`src/rtl/seq_frac_mult.sv`:
```
// ============================================================================
// Module   : seq_frac_mult
// Purpose  : Sequential signed fractional (Q1.(WORDLENGTH-1)) multiplier using
//            one unsigned shift-add iteration per clock, sign applied at the end.
// Revision : 1.0 - initial release
// ============================================================================
`default_nettype none

module seq_frac_mult #(
  parameter int WORDLENGTH = 16
) (
  input  logic                  clk30x,
  input  logic                  reset,
  input  logic                  start,
  input  logic [WORDLENGTH-1:0] multiplicand,
  input  logic [WORDLENGTH-1:0] multiplier,
  output logic [WORDLENGTH-1:0] product,
  output logic                  busy,
  output logic                  done
);

  localparam int W  = WORDLENGTH;
  localparam int CW = (W > 1) ? $clog2(W) : 1;
  localparam logic [CW-1:0] c_last_iter = CW'(W - 1);
  localparam logic [W-1:0]  c_max_pos   = {1'b0, {(W-1){1'b1}}};

  typedef enum logic [1:0] {
    ST_IDLE   = 2'd0,
    ST_CALC   = 2'd1,
    ST_FINISH = 2'd2
  } state_t;

  state_t          state_q, state_d;
  logic [2*W-1:0]  a_sh_q, a_sh_d;
  logic [W-1:0]    b_mag_q, b_mag_d;
  logic            sign_q, sign_d;
  logic [2*W-1:0]  acc_q, acc_d;
  logic [CW-1:0]   cnt_q, cnt_d;
  logic [W-1:0]    product_q, product_d;
  logic            busy_q, busy_d;
  logic            done_q, done_d;

  logic [W-1:0]    a_mag, b_mag;
  logic [W-1:0]    trunc_mag;
  logic            saturate;

  // |0x8000| stays 0x8000 when read as unsigned
  assign a_mag = multiplicand[W-1] ? (~multiplicand + 1'b1) : multiplicand;
  assign b_mag = multiplier[W-1]   ? (~multiplier + 1'b1)   : multiplier;

  assign trunc_mag = acc_q[2*W-2:W-1];
  assign saturate  = |acc_q[2*W-1:2*W-2];

  always_comb begin
    state_d   = state_q;
    a_sh_d    = a_sh_q;
    b_mag_d   = b_mag_q;
    sign_d    = sign_q;
    acc_d     = acc_q;
    cnt_d     = cnt_q;
    product_d = product_q;
    busy_d    = busy_q;
    done_d    = 1'b0;

    case (state_q)
      ST_IDLE: begin
        if (start) begin
          a_sh_d  = {{W{1'b0}}, a_mag};
          b_mag_d = b_mag;
          sign_d  = multiplicand[W-1] ^ multiplier[W-1];
          acc_d   = '0;
          cnt_d   = '0;
          busy_d  = 1'b1;
          state_d = ST_CALC;
        end
      end

      ST_CALC: begin
        if (b_mag_q[0]) begin
          acc_d = acc_q + a_sh_q;
        end
        a_sh_d  = a_sh_q << 1;
        b_mag_d = b_mag_q >> 1;
        cnt_d   = cnt_q + 1'b1;
        if (cnt_q == c_last_iter) begin
          state_d = ST_FINISH;
        end
      end

      ST_FINISH: begin
        // Negating a zero magnitude yields zero, so no negative zero can appear
        if (saturate) begin
          product_d = c_max_pos;
        end else if (sign_q) begin
          product_d = ~trunc_mag + 1'b1;
        end else begin
          product_d = trunc_mag;
        end
        done_d  = 1'b1;
        busy_d  = 1'b0;
        state_d = ST_IDLE;
      end

      default: begin
        busy_d  = 1'b0;
        state_d = ST_IDLE;
      end
    endcase
  end

  always_ff @(posedge clk30x or posedge reset) begin
    if (reset) begin
      state_q   <= ST_IDLE;
      a_sh_q    <= '0;
      b_mag_q   <= '0;
      sign_q    <= 1'b0;
      acc_q     <= '0;
      cnt_q     <= '0;
      product_q <= '0;
      busy_q    <= 1'b0;
      done_q    <= 1'b0;
    end else begin
      state_q   <= state_d;
      a_sh_q    <= a_sh_d;
      b_mag_q   <= b_mag_d;
      sign_q    <= sign_d;
      acc_q     <= acc_d;
      cnt_q     <= cnt_d;
      product_q <= product_d;
      busy_q    <= busy_d;
      done_q    <= done_d;
    end
  end

  assign product = product_q;
  assign busy    = busy_q;
  assign done    = done_q;

endmodule

`default_nettype wire
```
`config.mk`:
```
export PLATFORM = sky130hd
export DESIGN_NAME = seq_frac_mult
export DESIGN_NICKNAME = d
export VERILOG_FILES = /design/src/rtl/seq_frac_mult.sv
export SDC_FILE = /design/constraint.sdc
export NUM_CORES = 1
export LEC_CHECK = 0
export CAP_MARGIN = 20
export CORE_MARGIN = 8
export CORE_UTILIZATION = 59
export DETAILED_ROUTE_END_ITERATION = 12
export PLACE_DENSITY_LB_ADDON = 0.2
export SLEW_MARGIN = 20
export SYNTH_ARGS = -nofsm -noshare
export SYNTH_HDL_FRONTEND = slang
export SYNTH_SLANG_ARGS = --single-unit
```
`constraint.sdc`:
```
create_clock -name clk30x -period 4.6 [get_ports clk30x]
set_clock_uncertainty 0.15 [all_clocks]
set_input_delay 0.46 -clock clk30x [delete_from_list [all_inputs] [get_ports clk30x]]
set_output_delay 0.46 -clock clk30x [all_outputs]
set_load 0.01 [all_outputs]
```
---- Word-level counts from Yosys, hierarchy flattened ----
Index checks and enable logic that the tools add are counted.
word-level totals
  bits of input ports ..................... 35
  output and inout port bits .............. 18
  register bits after elaboration ......... 105
operators by class
  bitwise logic cells ..................... 5
  $add $sub $neg .......................... 5
  reductions and logical operators ........ 8
  eq/ne operators ......................... 6
  mux-type cells .......................... 19
operators by type and width
  operator                 count
  $pmux W32 S2             2
  $mux W32                 3
  $mux W16                 5
  $add A16 B1 Y16 const B  3
  $not A16 Y16             3
  $add A32 B32 Y32         1
  $pmux W16 S2             1
  $pmux W4 S2              1
  $reduce_and A2 Y1        4
  $ne A2 B2 Y1 const B     3
  $add A4 B1 Y4 const B    1
  $eq A4 B4 Y1 const B     1
  $mux W2                  2
  $mux W4                  1
  $pmux W2 S2              1
  $reduce_and A3 Y1        1
  $eq A2 B1 Y1 const B     1
  $eq A2 B2 Y1 const B     1
  $logic_not A2 Y1         1
  $mux W1                  2
  $pmux W1 S2              1
  $reduce_bool A2 Y1       1
  $reduce_or A2 Y1         1
  $not A1 Y1               1
  $xor A1 B1 Y1            1

---- Longest topological paths before layout ----
Gate-level depths: netlist of the first run.
  word-level depth ........................ 5
  depth in mapped cells ................... 11
  mapped depth without buffers ............ 11

---- Worst setup path before layout of the first run ----
No wires, ideal clock.
  path kind ............................... reg-to-reg
  start point ............................. register a_sh_q[0]
  end point ............................... register acc_q[24]
  required time ........................... 4319 ps
  data arrival time ....................... 2399 ps
  slack ................................... 1920 ps
  buffers on the path ..................... 0
  cell stages (with the launch flop) ...... 12
  cells stage by stage .................... dfrtp_1 -> ha_1 -> inv_1 -> fa_1 -> nor2b_1 -> o21a_1 -> o21ai_1 -> a211oi_2 -> o211ai_2 -> o21ai_1 -> nor2_1 -> or3_1
between the ends
  longest elaborated chain between the ends .. 3
ends and longest elaborated chain
  element                 line  source
  start, declared         34    logic [2*W-1:0] a_sh_q, a_sh_d;
  start signal, assigned  124   a_sh_q <= a_sh_d;
  $add A32 B32 Y32        80    acc_d = acc_q + a_sh_q;
  $mux W32                79    if (b_mag_q[0]) begin
  $pmux W32 S2            65    case (state_q)
  end signal, assigned    117   acc_q <= '0;
  end signal, assigned    127   acc_q <= acc_d;
  end, declared           37    logic [2*W-1:0] acc_q, acc_d;
Every way passes these cells. The select of a mux whose other input is x is not followed.
A chain may end at the register's enable or synchronous reset.

---- Worst setup path after layout of the first run ----
Ends and elaborated chain as after synthesis.

==> qor.log, run 1 <==
[pwr] design internal power 0.00283 W
[critical_path] path type of the worst setup path reg -> reg
[placed_design] I/O Buffers 52
[placed_design] Setup WS pre-CTS 1350 ps
[synthesis] Synth Net Count 783
[pwr] clock share of power 13.9%
[critical_path] crit path cell chain ha_1 -> inv_1 -> fa_1 -> nor2b_1 -> o21a_1 -> o21ai_1 -> a211oi_2 -> o211ai_2 -> o21ai_1 -> nor2_1 -> or3_1
[routing] post-route antenna net violation count 0
[global_routing] via count of the first global-routing pass 5,925
[routing] Via density 6.46
[global_routing] first-pass GRT wire length 28,300 µm
[clock_tree] number of hold buffers added after CTS 0
[pwr] VDD IR max 396 µV
[clock_tree] number of buffers on the longest clock path 2
[pwr] net switching power 0.00231 W
[critical_path] worst r2r path cells 11
[synthesis] share of async-settable or async-resettable flops after synthesis 100%
[critical_path] delay of the slowest critical-path stage 450 ps
[clock_tree] number of resized instances in the post-cts repair step 0
[timing] Final WS setup 1440 ps
[timing] worst slew margin relative to its limit 31.1%
[critical_path] worst path bufs/invs 1
[final_layout] synthesis-to-layout area growth 13.3%
[timing] number of slew-limit violations in the final report 0
[critical_path] worst setup path startpoint a_sh_q[0]
[clock_tree] clock buffer count from CTS 9
[timing] setup repair after global routing missed its margin false
[synthesis] number of synthesized flops with an enable pin 0
[global_routing] global route overflow 0
[critical_path] endpoint required time on the critical path 4720 ps
[pwr] proportion of power drawn by flip-flops and latches 32.5%
[timing] number of setup violations in the final report 0
[clock_tree] Reg clk slew, reported paths 100 ps
[critical_path] number of cells on the critical path 11
[run] number of maximum-capacitance violations 0
[clock_tree] clock tree root buffer cell sky130_fd_sc_hd__clkbuf_8
[synthesis] Seq/Total Area, Yosys 40.0%
[timing] highest attainable clock frequency 316 MHz
[final_layout] post-layout net count 823
[synthesis] top area cells in the synthesized netlist sky130_fd_sc_hd__dfrtp_1 (40%), sky130_fd_sc_hd__ha_1 (6.7%), sky130_fd_sc_hd__xor2_1 (4.9%)
[synthesis] Post-synth top cells sky130_fd_sc_hd__dfrtp_1 (105), sky130_fd_sc_hd__nand2_1 (64), sky130_fd_sc_hd__o21ai_0 (64), sky130_fd_sc_hd__a21oi_1 (54), sky130_fd_sc_hd__nor2_1 (41)
[synthesis] Cells after Synth 712
[timing] min Tclk post-route 3160 ps
[critical_path] last element of the critical path acc_q[24]
[floorplan] die boundary height 121 µm
[floorplan] num ports 53
[synthesis] Syn Area/Cell 9.22 µm²
[critical_path] Reg-to-Reg Start a_sh_q[0]
[final_layout] ratio of cells with drive above 1 in the final layout 5.55%
[critical_path] reg-to-reg critical path endpoint acc_q[24]
[critical_path] critical path's most frequent cell sky130_fd_sc_hd__o21ai_1
[global_routing] antenna violations before repair 0
[critical_path] critical path peak fanout 5
[floorplan] initial core utilization 60.6%
[pwr] Leak Pwr 3.23 nW
[clock_tree] clock latency reported for the late side of the worst-skew pair 380 ps
[worst_hold_path] worst hold path type reg -> reg
[floorplan] die area 14,800 µm²
[floorplan] Horiz. Die Dim 121 µm
[synthesis] library cell with the largest summed area after synthesis sky130_fd_sc_hd__dfrtp_1
[status] result of the run finished, final reports clean
[timing] fraction of the cycle the final worst path needs 68.8%
[clock_tree] buffers inserted by post-CTS timing repair 0
[routing] total DRC errors in the routed layout 0
[floorplan] Site Rows 38
[critical_path] critical path's top delay family compound AO/OA/AOI/OAI gates
[routing] vias post-DR 5,799
[placed_design] hpwl dp 12,300 µm
[critical_path] critical-path cell with the highest stage delay sky130_fd_sc_hd__a211oi_2
[timing] accumulated negative setup slack 0 ps
[floorplan] area inside the core boundary 10,800 µm²
[synthesis] top cell type's share of synthesized area 40.0%
[synthesis] most common cell in the synthesized netlist sky130_fd_sc_hd__dfrtp_1
[synthesis] number of register bits inferred by synthesis 105
[pwr] pwr dens 691 nW/µm²
[critical_path] arrival time at the worst endpoint 3280 ps
[routing] wirelength, routed 16,900 µm
[placed_design] final RePlAce weighted congestion 0.921
[pwr] proportion of total power due to net switching 44.9%
[synthesis] distinct cell type count after synthesis 70
[synthesis] yosys synthesis warning count 0
[routing] iteration count of the initial detailed-routing pass 5
[critical_path] kind of end point of the critical path flip-flop
[routing] First DRT Iteration DRCs 458
[timing] hold violation count in the final report 0
[timing] slew of the pin with the lowest slew margin 1030 ps
[synthesis] commonest register cell after synthesis sky130_fd_sc_hd__dfrtp_1
[routing] routed wire length per instance 18.9 µm
[global_routing] pin count of the biggest net entering global routing 79
[critical_path] critical path launch point type flip-flop
[pwr] portion of total power attributed to combinational logic 53.6%
[global_routing] combined global-route utilization of all metal layers 23.6%
[clock_tree] H-tree levels 3
[synthesis] cell area after synthesis 6570 µm²
[clock_tree] TritonCTS clock tree done
[final_layout] diode count 0
[clock_tree] Clock Sinks 105
[critical_path] register-to-register path setup slack 1440 ps
==> worst register-to-register path, cell delays in order, from the launching register on <==
cell and delay [ps]:
sky130_fd_sc_hd__dfrtp_1 390, sky130_fd_sc_hd__ha_1 230, sky130_fd_sc_hd__inv_1 70, sky130_fd_sc_hd__fa_1 400, sky130_fd_sc_hd__nor2b_1 140, sky130_fd_sc_hd__o21a_1 150
sky130_fd_sc_hd__o21ai_1 140, sky130_fd_sc_hd__a211oi_2 450, sky130_fd_sc_hd__o211ai_2 190, sky130_fd_sc_hd__o21ai_1 310, sky130_fd_sc_hd__nor2_1 90, sky130_fd_sc_hd__or3_1 340
==> worst min path at each step <==
stage,startpoint,to,slack (ps),cells past startpoint
finish,b_mag_q[15],b_mag_q[15],350,2
global route,acc_q[11],acc_q[11],380,2
CTS,acc_q[7],acc_q[7],350,2
detailed placement,acc_q[7],acc_q[7],330,2
global placement,product[15],product[15],320,2
floorplan,b_mag_q[15],b_mag_q[15],290,2
==> registers in the layout (all words and copies together) (netlist names) <==
name	cells
sign_q	1
cnt_q	4
done	1
acc_q	32
b_mag_q	16
product	16
busy	1
a_sh_q	32
state_q	2
==> cells by family after synthesis <==
group / share of synthesized area (%)
buf+inv: 3.28
simple gates: 13.4
compound gates: 28.2
fa+ha+maj: 6.97
flops: 40.0
mux: 0.457
xor+xnor: 7.74
==> final cells by class <==
cell class	count	area [µm²]
well taps	140	175
fillers	876	3400
flip-flops and latches	105	2630
repair buffers	58	566
clock buffers	12	155
clock inverters	4	98.8
inverters	23	88.8
multi-input cells	555	3730
==> per-stage QoR <==
step	area (µm²)	total power (W)	utilization [%]	hold slack, ps	std cells
floorplan	6570	0.00366	-	294	712
global placement	7190	0.00427	66.3	316	881
detailed placement	7190	0.00439	66.3	332	881
CTS	7440	0.00512	68.6	352	897
global route	7440	0.00552	68.6	379	897
finish	7440	0.00514	68.6	346	897
==> layer usage <==
metal | GRT usage (%) | up-vias | wire (µm)
met3 | 5.63 | 57 | 1010
met2 | 38.9 | 220 | 8210
li1 | - | 2733 | -
met4 | 12.5 | 0 | 761
met5 | 0 | - | 0
met1 | 28.2 | 2789 | 6930
==> cells in the final DEF, fill, tap and decap left out, types with 6 or more instances in the layout <==
cell type                         Yosys  layout
sky130_fd_sc_hd__and3_1               6       6
sky130_fd_sc_hd__o21a_1               6       6
sky130_fd_sc_hd__a31oi_1              6       6
sky130_fd_sc_hd__dfrtp_1            105     105
sky130_fd_sc_hd__or3_1               10      10
sky130_fd_sc_hd__nand2b_1             8       8
sky130_fd_sc_hd__o22ai_1             26      26
sky130_fd_sc_hd__o21ai_1              7       6
sky130_fd_sc_hd__nor2_1              41      40
sky130_fd_sc_hd__xor2_1              37      37
sky130_fd_sc_hd__clkbuf_8             0      11
sky130_fd_sc_hd__a22o_1              18      18
sky130_fd_sc_hd__nand3_1             15      15
sky130_fd_sc_hd__a21o_1              17      17
sky130_fd_sc_hd__o21ai_0             64      64
sky130_fd_sc_hd__ha_1                35      35
sky130_fd_sc_hd__nor3_1               7       7
sky130_fd_sc_hd__nand2_1             64      64
sky130_fd_sc_hd__inv_1               22      21
sky130_fd_sc_hd__buf_4                3       6
sky130_fd_sc_hd__clkdlybuf4s50_1      0      52
sky130_fd_sc_hd__xnor2_1             21      21
sky130_fd_sc_hd__a22oi_1             17      17
sky130_fd_sc_hd__o41ai_1              7       7
sky130_fd_sc_hd__a21oi_1             54      54
sky130_fd_sc_hd__o31ai_1             15      15
==> power by group through the flow <==
stage          combinational (W)  clock (W)  sequential [W]
2_1_floorplan            0.00209          0         0.00157
3_3_place_gp             0.00261          0         0.00165
3_5_place_dp             0.00271          0         0.00168
4_1_cts                  0.00273   0.000727         0.00166
5_1_grt                  0.00305   0.000761         0.00171
6_report                 0.00275   0.000715         0.00167
Power figures use the tool's default switching activity.
==> run 2: changes to the inputs <==
--- a/config.mk
+++ b/config.mk
@@ -7,7 +7,7 @@
 export LEC_CHECK = 0
 export CAP_MARGIN = 20
 export CORE_MARGIN = 8
-export CORE_UTILIZATION = 59
+export CORE_UTILIZATION = 53
 export DETAILED_ROUTE_END_ITERATION = 12
 export PLACE_DENSITY_LB_ADDON = 0.2
 export SLEW_MARGIN = 20
==> constraint.sdc (replaced) <==
create_clock -name clk30x -period 2.55 [get_ports clk30x]
set_clock_uncertainty 0.15 [all_clocks]
set_input_delay 0.255 -clock clk30x [delete_from_list [all_inputs] [get_ports clk30x]]
set_output_delay 0.255 -clock clk30x [all_outputs]
set_load 0.01 [all_outputs]
==> qor.log, run 2 (synthesized netlist as in run 1, its figures left out) <==
[placed_design] I/O Buffers 52 [unchanged]
[floorplan] Site Rows 40 [was 38]
[clock_tree] clock latency reported for the late side of the worst-skew pair 360 ps [was 380 ps]
[pwr] pwr dens 1350 nW/µm² [was 691 nW/µm²]
[run] number of maximum-capacitance violations 0 [unchanged]
[final_layout] most common library cell in the layout ignoring fill and taps sky130_fd_sc_hd__buf_4 [was sky130_fd_sc_hd__dfrtp_1]
[critical_path] critical path peak fanout 3 [was 5]
[clock_tree] TritonCTS clock tree done [unchanged]
[floorplan] initial core utilization 54.4% [was 60.6%]
[clock_tree] Reg clk slew, reported paths 70 ps [was 100 ps]
[worst_hold_path] worst hold path type in -> async [was reg -> reg]
[global_routing] antenna violations before repair 0 [unchanged]
[clock_tree] clock buffer count from CTS 9 [unchanged]
[routing] vias post-DR 6,569 [was 5,799]
[global_routing] grt met1 use 27.1% [was 28.2%]
[timing] worst slew margin relative to its limit 58.1% [was 31.1%]
[placed_design] Setup WS pre-CTS -197 ps [was 1350 ps]
[clock_tree] number of hold buffers added after CTS 0 [unchanged]
[global_routing] first-pass GRT wire length 32,100 µm [was 28,300 µm]
[global_routing] GR peak layer met2 [unchanged]
[routing] routed wire length per instance 19.5 µm [was 18.9 µm]
[global_routing] pin count of the biggest net entering global routing 64 [was 79]
[status] failing checks setup timing
[final_layout] synthesis-to-layout area growth 37.7% [was 13.3%]
[critical_path] kind of end point of the critical path flip-flop [unchanged]
[routing] total DRC errors in the routed layout 0 [unchanged]
[timing] min Tclk post-route 2750 ps [was 3160 ps]
[global_routing] global route overflow 0 [unchanged]
[floorplan] area inside the core boundary 12,100 µm² [was 10,800 µm²]
[final_layout] final core utilization 75.0% [was 68.6%]
[floorplan] die area 16,200 µm² [was 14,800 µm²]
[timing] fraction of the cycle the final worst path needs 108% [was 68.8%]
[clock_tree] clock tree root buffer cell sky130_fd_sc_hd__clkbuf_16 [was sky130_fd_sc_hd__clkbuf_8]
[critical_path] arrival time at the worst endpoint 2850 ps [was 3280 ps]
[critical_path] critical-path cell with the highest stage delay sky130_fd_sc_hd__dfrtp_1 [was sky130_fd_sc_hd__a211oi_2]
[routing] iteration count of the initial detailed-routing pass 6 [was 5]
[final_layout] diode count 0 [unchanged]
[global_routing] combined global-route utilization of all metal layers 24.3% [was 23.6%]
[timing] hold violation count in the final report 0 [unchanged]
[timing] highest attainable clock frequency 363 MHz [was 316 MHz]
[final_layout] fill cell instance count of the final layout 814 [was 876]
[timing] number of slew-limit violations in the final report 0 [unchanged]
[floorplan] num ports 53 [unchanged]
[pwr] Leak Pwr 3.91 nW [was 3.23 nW]
[global_routing] fraction of met2 tracks used by global routing 42.9% [was 38.9%]
[timing] Final WS setup -205 ps [was 1440 ps]
[timing] setup repair after global routing missed its margin true [was false]
[routing] post-route antenna net violation count 0 [unchanged]
[floorplan] die boundary height 127 µm [was 121 µm]
[critical_path] crit path cell chain ha_4 -> buf_4 -> a21oi_1 -> o21a_1 -> o21ai_2 -> a21oi_2 -> o21ai_4 -> a211oi_2 -> nor2_1 -> a221o_1 [was ha_1 -> inv_1 -> fa_1 -> nor2b_1 -> o21a_1 -> o21ai_1 -> a211oi_2 -> o211ai_2 -> o21ai_1 -> nor2_1 -> or3_1]
[final_layout] ratio of cells with drive above 1 in the final layout 26.6% [was 5.55%]
[pwr] VDD IR max 803 µV [was 396 µV]
[final_layout] post-layout net count 949 [was 823]
[clock_tree] Clock Sinks 105 [unchanged]
[critical_path] path type of the worst setup path reg -> reg [unchanged]
[clock_tree] H-tree levels 3 [unchanged]
[routing] Via density 6.25 [was 6.46]
[timing] number of setup violations in the final report 17 [was 0]
[timing] accumulated negative setup slack -1670 ps [was 0 ps]
[critical_path] endpoint required time on the critical path 2650 ps [was 4720 ps]
[critical_path] critical path launch point type flip-flop [unchanged]
[placed_design] final RePlAce weighted congestion 0.931 [was 0.921]
[final_layout] highest-count cells in the layout ignoring fill and taps sky130_fd_sc_hd__buf_4 (123), sky130_fd_sc_hd__dfrtp_1 (104), sky130_fd_sc_hd__nand2_1 (62), sky130_fd_sc_hd__clkdlybuf4s50_1 (52), sky130_fd_sc_hd__o21ai_0 (50) [was sky130_fd_sc_hd__dfrtp_1 (105), sky130_fd_sc_hd__o21ai_0 (64), sky130_fd_sc_hd__nand2_1 (64), sky130_fd_sc_hd__a21oi_1 (54), sky130_fd_sc_hd__clkdlybuf4s50_1 (52)]
[critical_path] delay of the slowest critical-path stage 410 ps [was 450 ps]
[floorplan] Horiz. Die Dim 127 µm [was 121 µm]
[placed_design] hpwl dp 13,500 µm [was 12,300 µm]
[clock_tree] number of buffers on the longest clock path 2 [unchanged]
[final_layout] registers with the most flip-flops a_sh_q: 32 flops, acc_q: 32 flops [unchanged]
[routing] wirelength, routed 20,500 µm [was 16,900 µm]
[status] result of the run finished, violations left [was finished, final reports clean]
[timing] slew of the pin with the lowest slew margin 629 ps [was 1030 ps]
[global_routing] met3 track demand over resource in global routing 6.41% [was 5.63%]
[global_routing] via count of the first global-routing pass 6,617 [was 5,925]
[routing] First DRT Iteration DRCs 562 [was 458]
## run 2: final timing paths
kind | from | end | slack [ps] | depth (start not counted)
min in group clk30x | b_mag_q[15] | b_mag_q[15] | 340 | 2
worst min-delay path | reset | b_mag_q[10] | 180 | 3
max in group asynchronous | reset | acc_q[24] | 1730 | 3
worst min register to register | b_mag_q[15] | b_mag_q[15] | 340 | 2
worst max-delay path | acc_q[14] | acc_q[25] | -200 | 10
worst max register to register | acc_q[14] | acc_q[25] | -200 | 10
## run 2: power breakdown
part,total (W),switching (W),internal [W]
registers,0.00299,0.000631,0.00236
clock network,0.00144,0.000649,0.000792
logic,0.00783,0.00407,0.00376
## run 2: area by class of cell
type                       count  area (µm²)  area share [%]
multi-input combinational    555        4240            46.9
tap                          168         210            2.32
clock inverter                 6        65.1           0.719
inverter                      23        95.1            1.05
clock buffer                  10         239            2.64
timing repair buffer         184        1560            17.3
sequential                   105        2630            29.1
## run 2: timing repair
item	in CTS	in global routing
pin swaps	38	38
endpoints found under the setup margin	13	23
gates resized for setup	27	64
gates cloned	0	0
setup buffers	17	5
## run 2: worst max-delay path, delay by kind of cell, from the launching register on
kind            cells  cell delay, ps
fa+ha+maj           1             280
flops               1             410
buf+inv             1             150
simple gates        1              70
compound gates      7            1570
## run 2: metal layers
metal,wire (µm),up-vias
li1,-,3000
met1,7980,3212
met2,10400,280
met3,1310,77
met4,833,0
met5,0,-
## run 2: per-stage QoR
step | instance area, µm² | instances | total power [W] | hold WS [ps]
final | 9040 | 1051 | 0.0123 | 181
after global routing | 9040 | 1051 | 0.0130 | 225
after CTS | 8720 | 1047 | 0.0112 | 192
after detailed placement | 8160 | 1016 | 0.00929 | 317
after global placement | 8160 | 1016 | 0.00905 | 316
after floorplan | 6680 | 712 | 0.00678 | 249
==> run 3: changes to the inputs <==
--- a/config.mk
+++ b/config.mk
@@ -9,6 +9,7 @@
 export CORE_MARGIN = 8
 export CORE_UTILIZATION = 53
 export DETAILED_ROUTE_END_ITERATION = 12
+export MAX_ROUTING_LAYER = met4
 export PLACE_DENSITY_LB_ADDON = 0.2
 export SLEW_MARGIN = 20
 export SYNTH_ARGS = -nofsm -noshare
==> qor.log, run 3 (synthesized netlist as in run 1, its figures left out) <==
[status] result of the run finished, violations left [unchanged]
[status] failing checks setup timing [unchanged]
[global_routing] first-pass GRT wire length 31,400 µm [was 32,100 µm]
[timing] hold violation count in the final report 0 [unchanged]
[clock_tree] H-tree levels 3 [unchanged]
[timing] highest attainable clock frequency 357 MHz [was 363 MHz]
[worst_hold_path] worst hold path type in -> async [unchanged]
[timing] min Tclk post-route 2800 ps [was 2750 ps]
[placed_design] final RePlAce weighted congestion 0.972 [was 0.931]
[critical_path] endpoint required time on the critical path 2650 ps [about the same]
[pwr] pwr dens 1310 nW/µm² [was 1350 nW/µm²]
[final_layout] synthesis-to-layout area growth 33.9% [was 37.7%]
[global_routing] antenna violations before repair 0 [unchanged]
[final_layout] diode count 0 [unchanged]
[clock_tree] clock tree root buffer cell sky130_fd_sc_hd__clkbuf_16 [unchanged]
[floorplan] Horiz. Die Dim 127 µm [unchanged]
[pwr] clock share of power 12.6% [was 11.8%]
[clock_tree] TritonCTS clock tree done [unchanged]
[floorplan] die boundary height 127 µm [unchanged]
[pwr] net switching power 0.00491 W [was 0.00535 W]
[final_layout] most common library cell in the layout ignoring fill and taps sky130_fd_sc_hd__buf_4 [unchanged]
[routing] total DRC errors in the routed layout 0 [unchanged]
[critical_path] critical path's top delay family compound AO/OA/AOI/OAI gates [unchanged]
[routing] wirelength, routed 19,200 µm [was 20,500 µm]
[clock_tree] clock latency reported for the late side of the worst-skew pair 360 ps [about the same]
[clock_tree] number of hold buffers added after CTS 0 [unchanged]
[run] number of maximum-capacitance violations 0 [unchanged]
[clock_tree] clock buffer count from CTS 9 [unchanged]
[critical_path] worst r2r path cells 12 [was 10]
[routing] post-route antenna net violation count 0 [unchanged]
[timing] fraction of the cycle the final worst path needs 110% [was 108%]
[routing] Via density 6.08 [was 6.25]
[clock_tree] Reg clk slew, reported paths 70 ps [about the same]
[clock_tree] Clock Sinks 105 [unchanged]
[critical_path] critical path peak fanout 5 [was 3]
[final_layout] post-layout net count 948 [was 949]
[critical_path] path type of the worst setup path reg -> reg [unchanged]
[routing] vias post-DR 6,388 [was 6,569]
[pwr] proportion of power drawn by flip-flops and latches 25.4% [was 24.4%]
[critical_path] worst path bufs/invs 2 [was 1]
[global_routing] global route overflow 0 [unchanged]
[timing] setup repair after global routing missed its margin true [unchanged]
[floorplan] area inside the core boundary 12,100 µm² [unchanged]
[critical_path] delay of the slowest critical-path stage 370 ps [was 410 ps]
[timing] accumulated negative setup slack -1370 ps [was -1670 ps]
[critical_path] arrival time at the worst endpoint 2910 ps [was 2850 ps]
[pwr] proportion of total power due to net switching 42.5% [was 43.7%]
[pwr] design internal power 0.00665 W [was 0.00690 W]
[global_routing] pin count of the biggest net entering global routing 37 [was 64]
[pwr] VDD IR max 761 µV [was 803 µV]
[placed_design] I/O Buffers 52 [unchanged]
[final_layout] highest-count cells in the layout ignoring fill and taps sky130_fd_sc_hd__buf_4 (127), sky130_fd_sc_hd__dfrtp_1 (105), sky130_fd_sc_hd__nand2_1 (63), sky130_fd_sc_hd__o21ai_0 (58), sky130_fd_sc_hd__clkdlybuf4s50_1 (52) [was sky130_fd_sc_hd__buf_4 (123), sky130_fd_sc_hd__dfrtp_1 (104), sky130_fd_sc_hd__nand2_1 (62), sky130_fd_sc_hd__clkdlybuf4s50_1 (52), sky130_fd_sc_hd__o21ai_0 (50)]
[timing] number of slew-limit violations in the final report 0 [unchanged]
[timing] worst slew margin relative to its limit 50.9% [was 58.1%]
[final_layout] ratio of cells with drive above 1 in the final layout 22.9% [was 26.6%]
[critical_path] critical path launch point type flip-flop [unchanged]
[critical_path] critical-path cell with the highest stage delay sky130_fd_sc_hd__dfrtp_1 [unchanged]
[routing] routed wire length per instance 18.3 µm [was 19.5 µm]
[final_layout] registers with the most flip-flops a_sh_q: 32 flops, acc_q: 32 flops [unchanged]
[floorplan] Site Rows 40 [unchanged]
[floorplan] die area 16,200 µm² [unchanged]
[routing] iteration count of the initial detailed-routing pass 5 [was 6]
[routing] First DRT Iteration DRCs 474 [was 562]
[floorplan] num ports 53 [unchanged]
[timing] Final WS setup -252 ps [was -205 ps]
[critical_path] kind of end point of the critical path flip-flop [unchanged]
[critical_path] number of cells on the critical path 12 [was 10]
[global_routing] via count of the first global-routing pass 6,520 [was 6,617]
[pwr] Leak Pwr 3.88 nW [was 3.91 nW]
[final_layout] final core utilization 72.9% [was 75.0%]
[clock_tree] number of buffers on the longest clock path 2 [unchanged]
[critical_path] crit path cell chain ha_2 -> inv_2 -> fa_2 -> nor2b_1 -> o21a_1 -> o21ai_4 -> a211oi_4 -> buf_4 -> o2111ai_2 -> a31oi_1 -> o21ai_1 -> a32o_1 [was ha_4 -> buf_4 -> a21oi_1 -> o21a_1 -> o21ai_2 -> a21oi_2 -> o21ai_4 -> a211oi_2 -> nor2_1 -> a221o_1]
[placed_design] hpwl dp 14,100 µm [was 13,500 µm]
[placed_design] Setup WS pre-CTS -195 ps [was -197 ps]
[timing] number of setup violations in the final report 13 [was 17]
[timing] slew of the pin with the lowest slew margin 734 ps [was 629 ps]
[floorplan] initial core utilization 54.4% [unchanged]
[pwr] portion of total power attributed to combinational logic 62.0% [was 63.9%]
[global_routing] combined global-route utilization of all metal layers 24.6% [was 24.3%]
[timing] worst hold-check slack 218 ps [was 181 ps]
run 3: through the flow:
stage	total power, W	cell area [µm²]	instances
after detailed placement	0.00936	8180	1019
after floorplan	0.00678	6680	712
after CTS	0.0112	8640	1041
after global routing	0.0123	8790	1050
final	0.0116	8790	1050
after global placement	0.00908	8180	1019
run 3: cell type report:
type | instances | area (µm²)
multi-input cells | 555 | 4020
fillers | 876 | 3270
flip-flops and latches | 105 | 2630
repair buffers | 183 | 1540
clock buffers | 12 | 256
well taps | 168 | 210
inverters | 23 | 92.6
clock inverters | 4 | 51.3
run 3: final timing paths:
path	startpoint	endpoint	slack, ps
worst min-delay path	reset	b_mag_q[10]	220
min in group clk30x	busy	busy	340
worst min register to register	busy	busy	340
worst max register to register	acc_q[0]	acc_q[30]	-250
max in group asynchronous	reset	b_mag_q[8]	1390
worst max-delay path	acc_q[0]	acc_q[30]	-250
run 3: power groups by stage:
| stage | sequential, W | clock, W | combinational, W |
|---|---|---|---|
| 3_5_place_dp | 0.00293 | 0 | 0.00644 |
| 6_report | 0.00294 | 0.00145 | 0.00716 |
| 4_1_cts | 0.00291 | 0.00147 | 0.00678 |
| 2_1_floorplan | 0.00288 | 0 | 0.00390 |
| 3_3_place_gp | 0.00287 | 0 | 0.00620 |
| 5_1_grt | 0.00303 | 0.00152 | 0.00775 |
run 3: per-layer routing:
layer	routed length, µm	share of wire, %	vias up	global-route usage, %
met5	0	0	-	-
met4	485	2.5	0	9.45
met3	1090	5.7	47	4.99
met2	9950	52	246	42.6
met1	7680	40	3109	27.4
li1	-	-	2986	-
run 3: repair_timing:
| action | CTS | global route |
|---|---|---|
| pin swaps | 27 | 20 |
| gates resized for setup | 24 | 16 |
| gates cloned | 0 | 0 |
| buffers inserted | 8 | 10 |
| setup endpoints to repair | 13 | 22 |
==> patch, RTL diff (config.mk and constraints of run 2) <==
Put one more register stage on the output `product`. The value now appears one clock later. The other outputs are not delayed to match.
--- a/src/rtl/seq_frac_mult.sv
+++ b/src/rtl/seq_frac_mult.sv
@@ -132,7 +132,9 @@
     end
   end
 
-  assign product = product_q;
+  always_ff @(posedge clk30x) begin
+    product <= product_q;
+  end
   assign busy    = busy_q;
   assign done    = done_q;
 
Formal check against the unedited RTL: same outputs for any inputs over 10 cycles, from zero or initial values and one cycle with reset high; that may be too few to reach the edited logic, so the function may still have changed.
==> patch against run 2 <==
Power rose by 10%; synthesized area rose by 3.4%; cell area grew 2.9%; the run still ends with setup timing left; die area up 3.0%; sequential cell count up 16; wire length fell by 9.4%; clock power grew 79%; largest power group unchanged; worst setup slack better by 0.14 ns.
==> patch: results (changes against run 2) <==
* Fin area at 9310 um^2 (+2.9%)
* Synthesized Nets at 793 (+1.3%)
* DP Wirelength at 13.0 mm (-4.1%)
* Flip-flop and latch share of the layout cell area at 31.7% (+2.6 points)
* Multi-Input Combinational at 547 (-1.4%)
* Clock Buffer Count at 25 (+15)
* Sum of negative setup slack at -0.294 ns (+1.38 ns)
* Area enclosed by the die boundary at 16,700 um^2 (+3.0%)
* Final weighted congestion of routability-driven global placement at 0.908 (-2.6%)
* H-Tree Level Count at 4 (+1)
* Wire length on met2 at 9.57 mm (-7.9%)
* Finish-stage setup viols at 8 (-9)
* Fraction of cell area in non-clock buffers at 15.3% (-2.0 points)
* Outcome: finished, violations left
* Total Wirelength at 18.6 mm (-9.4%)
* Met2 Use GR at 41.1% (-1.7 points)
* Share of the synthesized area in compound gates (AO/OA/AOI/OAI) at 25.6% (-2.6 points)
* Iteration count of the initial detailed-routing pass at 5 (-1)
* Failing checks: setup timing
* Post-cts repair resize count at 29 (+7.4%)
* Total area of multi-input combinational cells at 4010 um^2 (-5.5%)
* Wire length of the first global-routing pass at 30.7 mm (-4.2%)
* Post-Synthesis Cells at 722 (+1.4%)
* FILL cells at 906 (+11%)
* Portion of netlist area occupied by mux cells at 0.590% (+0.13 points)
* Headroom to the max-slew limit at 59.0% (+0.88 points)
* Delay contributed by the slowest stage of the critical path at 0.43 ns (+0.02 ns)
* Setup ws final at -0.0623 ns (+0.143 ns)
* Number of hold-repair buffers added at the cts stage at 1 (+1)
* Number of DRC markers after the initial detailed-route iteration at 321 (-43%)
* Peak VDD IR at 0.000622 V (-23%)
* Met1 track demand over resource in global routing at 25.8% (-1.2 points)
* Sequential power at 3.34 mW (+12%)
* Non-clk invs at 19 (-17%)
patch: cell types whose count changed after synthesis, moves of 5 or more:
cell / delta
sky130_fd_sc_hd__nand2_1: +10
sky130_fd_sc_hd__dfxtp_1: +16
sky130_fd_sc_hd__nand2b_1: +8
sky130_fd_sc_hd__nor2_1: -5
sky130_fd_sc_hd__clkbuf_1: +7
sky130_fd_sc_hd__nand3_1: -5
patch: worst max-delay path: cells and delay by family, from the launching register on:
family	cells	cell delay, ns
compound gates	6	1.08
xor+xnor	1	0.15
flops	1	0.36
fa+ha+maj	2	0.53
buf+inv	1	0.05
simple gates	1	0.16
patch: worst paths after layout:
kind	start	to	slack (ns)	cells past startpoint
max	acc_q[0]	acc_q[24]	-0.06	11
min	product_q[11]	product[11]	0.22	0
max reg2reg	acc_q[0]	acc_q[24]	-0.06	11
min reg2reg	product_q[11]	product[11]	0.22	0
max in group asynchronous	reset	acc_q[8]	1.10	4
min in group asynchronous	reset	a_sh_q[26]	0.54	3
